===== config.mk =====
export PLATFORM = sky130hd
export DESIGN_NAME = uart_core
export DESIGN_NICKNAME = d
export VERILOG_FILES = /design/src/rtl/uart_core.sv
export SDC_FILE = /design/constraint.sdc
export NUM_CORES = 1
export LEC_CHECK = 0
export BUFFER_PORTS_ARGS = -buffer_cell sky130_fd_sc_hd__buf_2
export CAP_MARGIN = 20
export CORE_ASPECT_RATIO = 0.5
export CORE_MARGIN = 2
export CORE_UTILIZATION = 59
export CTS_CLUSTER_DIAMETER = 60
export DETAILED_ROUTE_END_ITERATION = 16
export HOLD_SLACK_MARGIN = 0.12
export PLACE_DENSITY = 0.79
export SYNTH_ARGS = -nofsm -noshare
export SYNTH_HDL_FRONTEND = slang
export SYNTH_SLANG_ARGS = --single-unit

===== constraint.sdc =====
create_clock -name clk -period 2.8 [get_ports clk]
set_clock_uncertainty 0.1 [all_clocks]
set_input_delay 0.14 -clock clk [delete_from_list [all_inputs] [get_ports clk]]
set_output_delay 0.14 -clock clk [all_outputs]
set_load 0.02 [all_outputs]

===== src/rtl/uart_core.sv =====
// Full-duplex UART: framed transmitter, synchronised oversampling receiver,
// single-word receive buffer with overrun tracking, and internal loopback.
module uart_core #(
  parameter int CLKS_PER_BIT = 868,
  parameter int DATA_BITS    = 8,
  parameter int PARITY_EN    = 0,
  parameter int PARITY_ODD   = 0,
  parameter int STOP_BITS    = 1
) (
  input  logic                 clk,
  input  logic                 rst,
  input  logic [DATA_BITS-1:0] tx_data,
  input  logic                 tx_valid,
  output logic                 tx_ready,
  output logic                 tx,
  input  logic                 rx,
  output logic [DATA_BITS-1:0] rx_data,
  output logic                 rx_valid,
  input  logic                 rx_ready,
  output logic                 rx_parity_err,
  output logic                 rx_frame_err,
  output logic                 rx_overrun,
  input  logic                 loopback
);

  localparam int CNT_W = $clog2(CLKS_PER_BIT);
  localparam int BIT_W = $clog2(DATA_BITS);
  localparam logic [CNT_W-1:0] LAST_CNT = CNT_W'(CLKS_PER_BIT - 1);
  localparam logic [CNT_W-1:0] MID_CNT  = CNT_W'(CLKS_PER_BIT / 2 - 1);
  localparam logic [BIT_W-1:0] LAST_BIT = BIT_W'(DATA_BITS - 1);

  typedef enum logic [2:0] {S_IDLE, S_START, S_DATA, S_PARITY, S_STOP} state_t;

  function automatic logic parity_of(input logic [DATA_BITS-1:0] d);
    return (^d) ^ (PARITY_ODD != 0);
  endfunction

  state_t               tx_state, rx_state;
  logic [CNT_W-1:0]     tx_cnt, rx_cnt;
  logic [BIT_W-1:0]     tx_idx, rx_idx;
  logic                 tx_stop_idx;
  logic [DATA_BITS-1:0] tx_shift, rx_shift;
  logic                 tx_par, rx_par;
  logic                 tx_bit;
  logic                 lb_act;
  logic                 rx_meta_p0, rx_sync_p1;
  logic                 rx_line, rx_prev;
  logic                 vld_p1;
  logic                 frame_done;

  // Loopback mode only switches between frames so neither side sees a torn frame.
  always_ff @(posedge clk) begin
    if (rst) lb_act <= 1'b0;
    else if (tx_state == S_IDLE && rx_state == S_IDLE) lb_act <= loopback;
  end

  assign tx = lb_act ? 1'b1 : tx_bit;

  // TX: tx_bit is registered so the pin changes exactly at bit boundaries
  always_ff @(posedge clk) begin
    if (rst) begin
      tx_state    <= S_IDLE;
      tx_cnt      <= '0;
      tx_idx      <= '0;
      tx_stop_idx <= 1'b0;
      tx_bit      <= 1'b1;
      tx_ready    <= 1'b0;
    end else begin
      case (tx_state)
        S_IDLE: begin
          tx_ready <= 1'b1;
          if (tx_valid && tx_ready) begin
            tx_ready <= 1'b0;
            tx_shift <= tx_data;
            tx_par   <= parity_of(tx_data);
            tx_bit   <= 1'b0;
            tx_cnt   <= '0;
            tx_state <= S_START;
          end
        end
        S_START: begin
          if (tx_cnt == LAST_CNT) begin
            tx_cnt   <= '0;
            tx_idx   <= '0;
            tx_bit   <= tx_shift[0];
            tx_state <= S_DATA;
          end else tx_cnt <= tx_cnt + CNT_W'(1);
        end
        S_DATA: begin
          if (tx_cnt == LAST_CNT) begin
            tx_cnt <= '0;
            if (tx_idx == LAST_BIT) begin
              tx_stop_idx <= 1'b0;
              if (PARITY_EN != 0) begin
                tx_bit   <= tx_par;
                tx_state <= S_PARITY;
              end else begin
                tx_bit   <= 1'b1;
                tx_state <= S_STOP;
              end
            end else begin
              tx_idx   <= tx_idx + BIT_W'(1);
              tx_bit   <= tx_shift[1];
              tx_shift <= tx_shift >> 1;
            end
          end else tx_cnt <= tx_cnt + CNT_W'(1);
        end
        S_PARITY: begin
          if (tx_cnt == LAST_CNT) begin
            tx_cnt   <= '0;
            tx_bit   <= 1'b1;
            tx_state <= S_STOP;
          end else tx_cnt <= tx_cnt + CNT_W'(1);
        end
        S_STOP: begin
          if (tx_cnt == LAST_CNT) begin
            tx_cnt <= '0;
            if (STOP_BITS == 2 && !tx_stop_idx) tx_stop_idx <= 1'b1;
            else begin
              tx_state <= S_IDLE;
              tx_ready <= 1'b1;
            end
          end else tx_cnt <= tx_cnt + CNT_W'(1);
        end
        default: tx_state <= S_IDLE;
      endcase
    end
  end

  // Synchroniser stage boundary: p0 metastable capture, p1 usable
  always_ff @(posedge clk) begin
    if (rst) begin
      rx_meta_p0 <= 1'b1;
      rx_sync_p1 <= 1'b1;
    end else begin
      rx_meta_p0 <= rx;
      rx_sync_p1 <= rx_meta_p0;
    end
  end

  assign rx_line    = lb_act ? tx_bit : rx_sync_p1;
  assign frame_done = (rx_state == S_STOP) && (rx_cnt == LAST_CNT);

  // RX: start needs a true high-to-low edge, so a held-low break re-arms only after the line rises
  always_ff @(posedge clk) begin
    if (rst) begin
      rx_state      <= S_IDLE;
      rx_cnt        <= '0;
      rx_idx        <= '0;
      rx_prev       <= 1'b1;
      vld_p1        <= 1'b0;
      rx_valid      <= 1'b0;
      rx_data       <= '0;
      rx_parity_err <= 1'b0;
      rx_frame_err  <= 1'b0;
      rx_overrun    <= 1'b0;
    end else begin
      rx_prev <= rx_line;
      vld_p1  <= 1'b0;
      if (vld_p1) rx_valid <= 1'b1;
      else if (rx_valid && rx_ready && !frame_done) rx_valid <= 1'b0;
      case (rx_state)
        S_IDLE: begin
          if (rx_prev && !rx_line) begin
            rx_cnt   <= '0;
            rx_state <= S_START;
          end
        end
        S_START: begin
          if (rx_cnt == MID_CNT) begin
            rx_cnt   <= '0;
            rx_idx   <= '0;
            rx_state <= rx_line ? S_IDLE : S_DATA;
          end else rx_cnt <= rx_cnt + CNT_W'(1);
        end
        S_DATA: begin
          if (rx_cnt == LAST_CNT) begin
            rx_cnt   <= '0;
            rx_shift <= {rx_line, rx_shift[DATA_BITS-1:1]};
            rx_idx   <= rx_idx + BIT_W'(1);
            if (rx_idx == LAST_BIT) rx_state <= (PARITY_EN != 0) ? S_PARITY : S_STOP;
          end else rx_cnt <= rx_cnt + CNT_W'(1);
        end
        S_PARITY: begin
          if (rx_cnt == LAST_CNT) begin
            rx_cnt   <= '0;
            rx_par   <= rx_line;
            rx_state <= S_STOP;
          end else rx_cnt <= rx_cnt + CNT_W'(1);
        end
        S_STOP: begin
          if (rx_cnt == LAST_CNT) begin
            rx_cnt   <= '0;
            rx_state <= S_IDLE;
            if (rx_valid && !rx_ready) rx_overrun <= 1'b1;
            else begin
              rx_data       <= rx_shift;
              rx_parity_err <= (PARITY_EN != 0) && (parity_of(rx_shift) != rx_par);
              rx_frame_err  <= !rx_line;
              vld_p1        <= !rx_valid;
            end
          end else rx_cnt <= rx_cnt + CNT_W'(1);
        end
        default: rx_state <= S_IDLE;
      endcase
    end
  end

endmodule


==> metrics.md <==
| Metric | Value |
|---|---|
| Status | `completed` |
| Fin. max-slew vios | `0` |
| CTS tree | `done` |
| Crit start category | `flip-flop` |
| Initial DRC count | `105` |
| Critical Path RT | `slightly below 3 ns` |
| Commonest non-fill, non-tap cell in the layout | `dfxtp_1` |
| Synth top area cells | `dfxtp_1 (32%), edfxtp_1 (15%), nor2_1 (4.0%)` |
| DPL Wire Length | `between 4 and 5 mm` |
| Pwr dens | `between 500 and 600 nW/µm²` |
| Synth Area in XOR/XNOR | `2.24%` |
| Clk sinks | `66` |
| Worst Hold Class | `input port to flip-flop` |
| Final worst path period need | `approximately 2.4 ns` |
| Post-synth top area share | `approximately a third` |
| Postcts setup bufs | `0` |
| Final hold violation count | `0` |
| Commonest cells after routing, fill and taps aside | `dfxtp_1 (50), nor2_1 (33), buf_2 (26), nand2_1 (23), a21oi_1 (17)` |
| Pin count of the biggest net entering global routing | `28` |
| Starting Density | `62.3%` |
| First-pass iteration count of the detailed router | `4` |
| Initial antenna violation count | `0` |
| FF-to-FF setup slack | `0.38 ns` |
| Synth-to-layout area growth | `15.8%` |
| PortBufs | `26` |
| Synth Area in Adders | `2.80%` |
| Final Setup Violations | `0` |
| Cts bufs inserted | `9` |
| Buf/Inv on CP | `0` |
| Wirelength, routed | `about 6.2 mm` |
| Worst-Margin Slew | `~0.75 ns` |
| Hold Path Origin | `rst` |
| Clk_lat worst skew | `0.35 ns` |
| Post-synth EDFFs | `16` |
| Via Count | `between 2k and 2.5k` |
| Setup CP Type | `flip-flop to flip-flop` |
| Maximum VDD drop | `between 0.3 and 0.4 mV` |
| Critical path's slowest cell | `and3_1` |
| Post-route ant nets | `0` |
| Die Ht | `roughly 55 µm` |
| Combinational family with the most area after synthesis | `simple AND/OR/NAND/NOR gates` |
| Clk slew on worst S/H paths | `roughly 0.08 ns` |
| Simple-gate area share of the yosys netlist | `between 20 and 25%` |
| Async SR Flop Fraction | `0%` |
| Share of cells above drive strength 1 | `between 10% and 20%` |
| FP Rows | `18` |
| Nets | `about 380` |
| Worst-case clock buffer depth | `2` |
| Synthesized Nets | `~340` |
| Tot Pwr | `between 2 and 2.5 mW` |
| F_max | `between 0.4 and 0.5 GHz` |
| Worst relative slew slack | `49.6%` |
| Die span in x | `between 100 and 150 µm` |
| YS warnings | `0` |
| Seq/Total Area, Yosys | `47.3%` |
| Number of global-route vias before repair | `about 2.3k` |
| CP cell instances | `ha_1, and4b_1, nand4_1, and3_1, a21oi_1, a311oi_1` |
| Worst R2R Start | `tx_cnt[0]` |
| Cells after synthesis | `between 300 and 400` |
| CTS Root Cell | `clkbuf_8` |
| Post-Syn Area per Cell | `a little under 10 µm²` |
| CTS H-tree depth | `3` |
| First-pass GRT wire length | `roughly 11 mm` |
| Final period utilization | `86.3%` |
| Synthesized cell area | `between 3000 and 4000 µm²` |
| Fin Setup TNS | `0 ns` |
| Drt wl/cell | `roughly 14 µm` |
| Flops & latches, synth | `66` |
| CP peak stage delay | `roughly 0.60 ns` |
| Total track usage | `22.6%` |
| Crit-path max FO | `18` |
| Synth area leader | `dfxtp_1` |
| GR Overflow Total | `0` |
| Drc violations | `0` |
| Crit end category | `flip-flop` |
| RePlAce Congestion | `between 0.8 and 0.9` |
| Critical Path Source | `tx_cnt[0]` |
| Primary FF master, synth | `dfxtp_1` |
| Crit path DAT | `2.56 ns` |
| Max-cap violations | `0` |
| Crit path max-delay family | `simple AND/OR/NAND/NOR gates` |
| Compound-gate portion of the synthesized area | `approximately 15%` |
| Synth unique cells | `57` |
| Static leakage | `about 1.3 nW` |
| Multiplexer share of the synthesized area | `between 6 and 7%` |
| Via-to-Cell Ratio | `between 5 and 6` |
| Antenna fix cells | `0` |
| RSZ-0062 raised after global routing | `no` |
| Die area | `5940 µm²` |
| IO Count | `28` |
| CORE AREA | `5020 µm²` |
==> kinds of logic after synthesis <==
logic type,count (synthesis)
other cells,1
xor+xnor,8
simple gates,129
flops,66
compound gates,63
fa+ha+maj,7
buf+inv,27
mux,19
==> worst paths after layout <==
path	end	cells past startpoint
min	rx_state[0]	3
max reg2reg	tx_cnt[4]	6
min reg2reg	rx_sync_p1	1
max	tx_cnt[4]	6
==> sequential cells by signal, summed over array words and instances (netlist names), 3 cells and up <==
name	flops
tx_state	3
rx_data	8
tx_cnt	10
rx_state	3
tx_idx	3
rx_cnt	10
tx_shift	8
rx_shift	8
rx_idx	3
==> layout make-up <==
type	count	area [µm²]
Tap cell	70	87.6
Timing Repair Buffer	43	288
Fill cell	363	1400
Clock inverter	7	93.8
Multi-Input combinational cell	227	1520
Sequential cell	66	1480
Inverter	8	30.0
Clock buffer	9	124
==> cells in the mapped netlist, drive strengths merged (7+ instances only) <==
| cell type | number |
|---|---|
| mux2 | 7 |
| mux2i | 12 |
| ha | 7 |
| nor3 | 12 |
| nand3 | 11 |
| edfxtp | 16 |
| a21oi | 19 |
| a311oi | 9 |
| o21ai | 10 |
| clkbuf | 9 |
| a22o | 7 |
| nor2 | 34 |
| inv | 8 |
| dfxtp | 50 |
| nand2 | 23 |
| nand2b | 9 |
| buf | 10 |
==> per-stage QoR <==
stage	setup slack [ns]	hold slack [ns]	instances	instance area (µm²)	util, %
CTS	0.403	0.133	430	3620	72.1
finish	0.384	0.137	430	3620	72.1
global placement	0.544	0.224	402	3290	65.4
floorplan	0.336	0.144	320	3130	-
detailed placement	0.427	0.232	402	3290	65.4
global route	0.199	0.141	430	3620	72.1
==> worst min-delay path: stages <==
cell	delay, ns
buf_2	0.09
buf_4	0.25
a2111oi_2	0.06
==> report_power, final <==
part           internal, mW  total, mW  switching, mW
combinational        0.0669      0.160         0.0926
sequential            0.992       1.02         0.0228
clock                 0.499      0.872          0.374
total                  1.56       2.05          0.489
==> routing by layer <==
| layer | wire length (µm) | part of all wire (%) | vias to the layer above | global-route usage [%] |
|---|---|---|---|---|
| met3 | 288 | 4.7 | 6 | 7.56 |
| met4 | 55 | 0.89 | 0 | 6.86 |
| met2 | 3080 | 50 | 53 | 38.3 |
| met1 | 2740 | 44 | 1167 | 27.5 |
| met5 | 0 | 0 | - | 0 |
| li1 | - | - | 1228 | - |
==> repair_timing <==
action                     in CTS  in global routing
setup endpoints to repair       0                  0
hold buffers                   12                  0
hold endpoints to repair       13                  0
gates resized for setup         0                  0
Power figures use the tool's default switching activity.
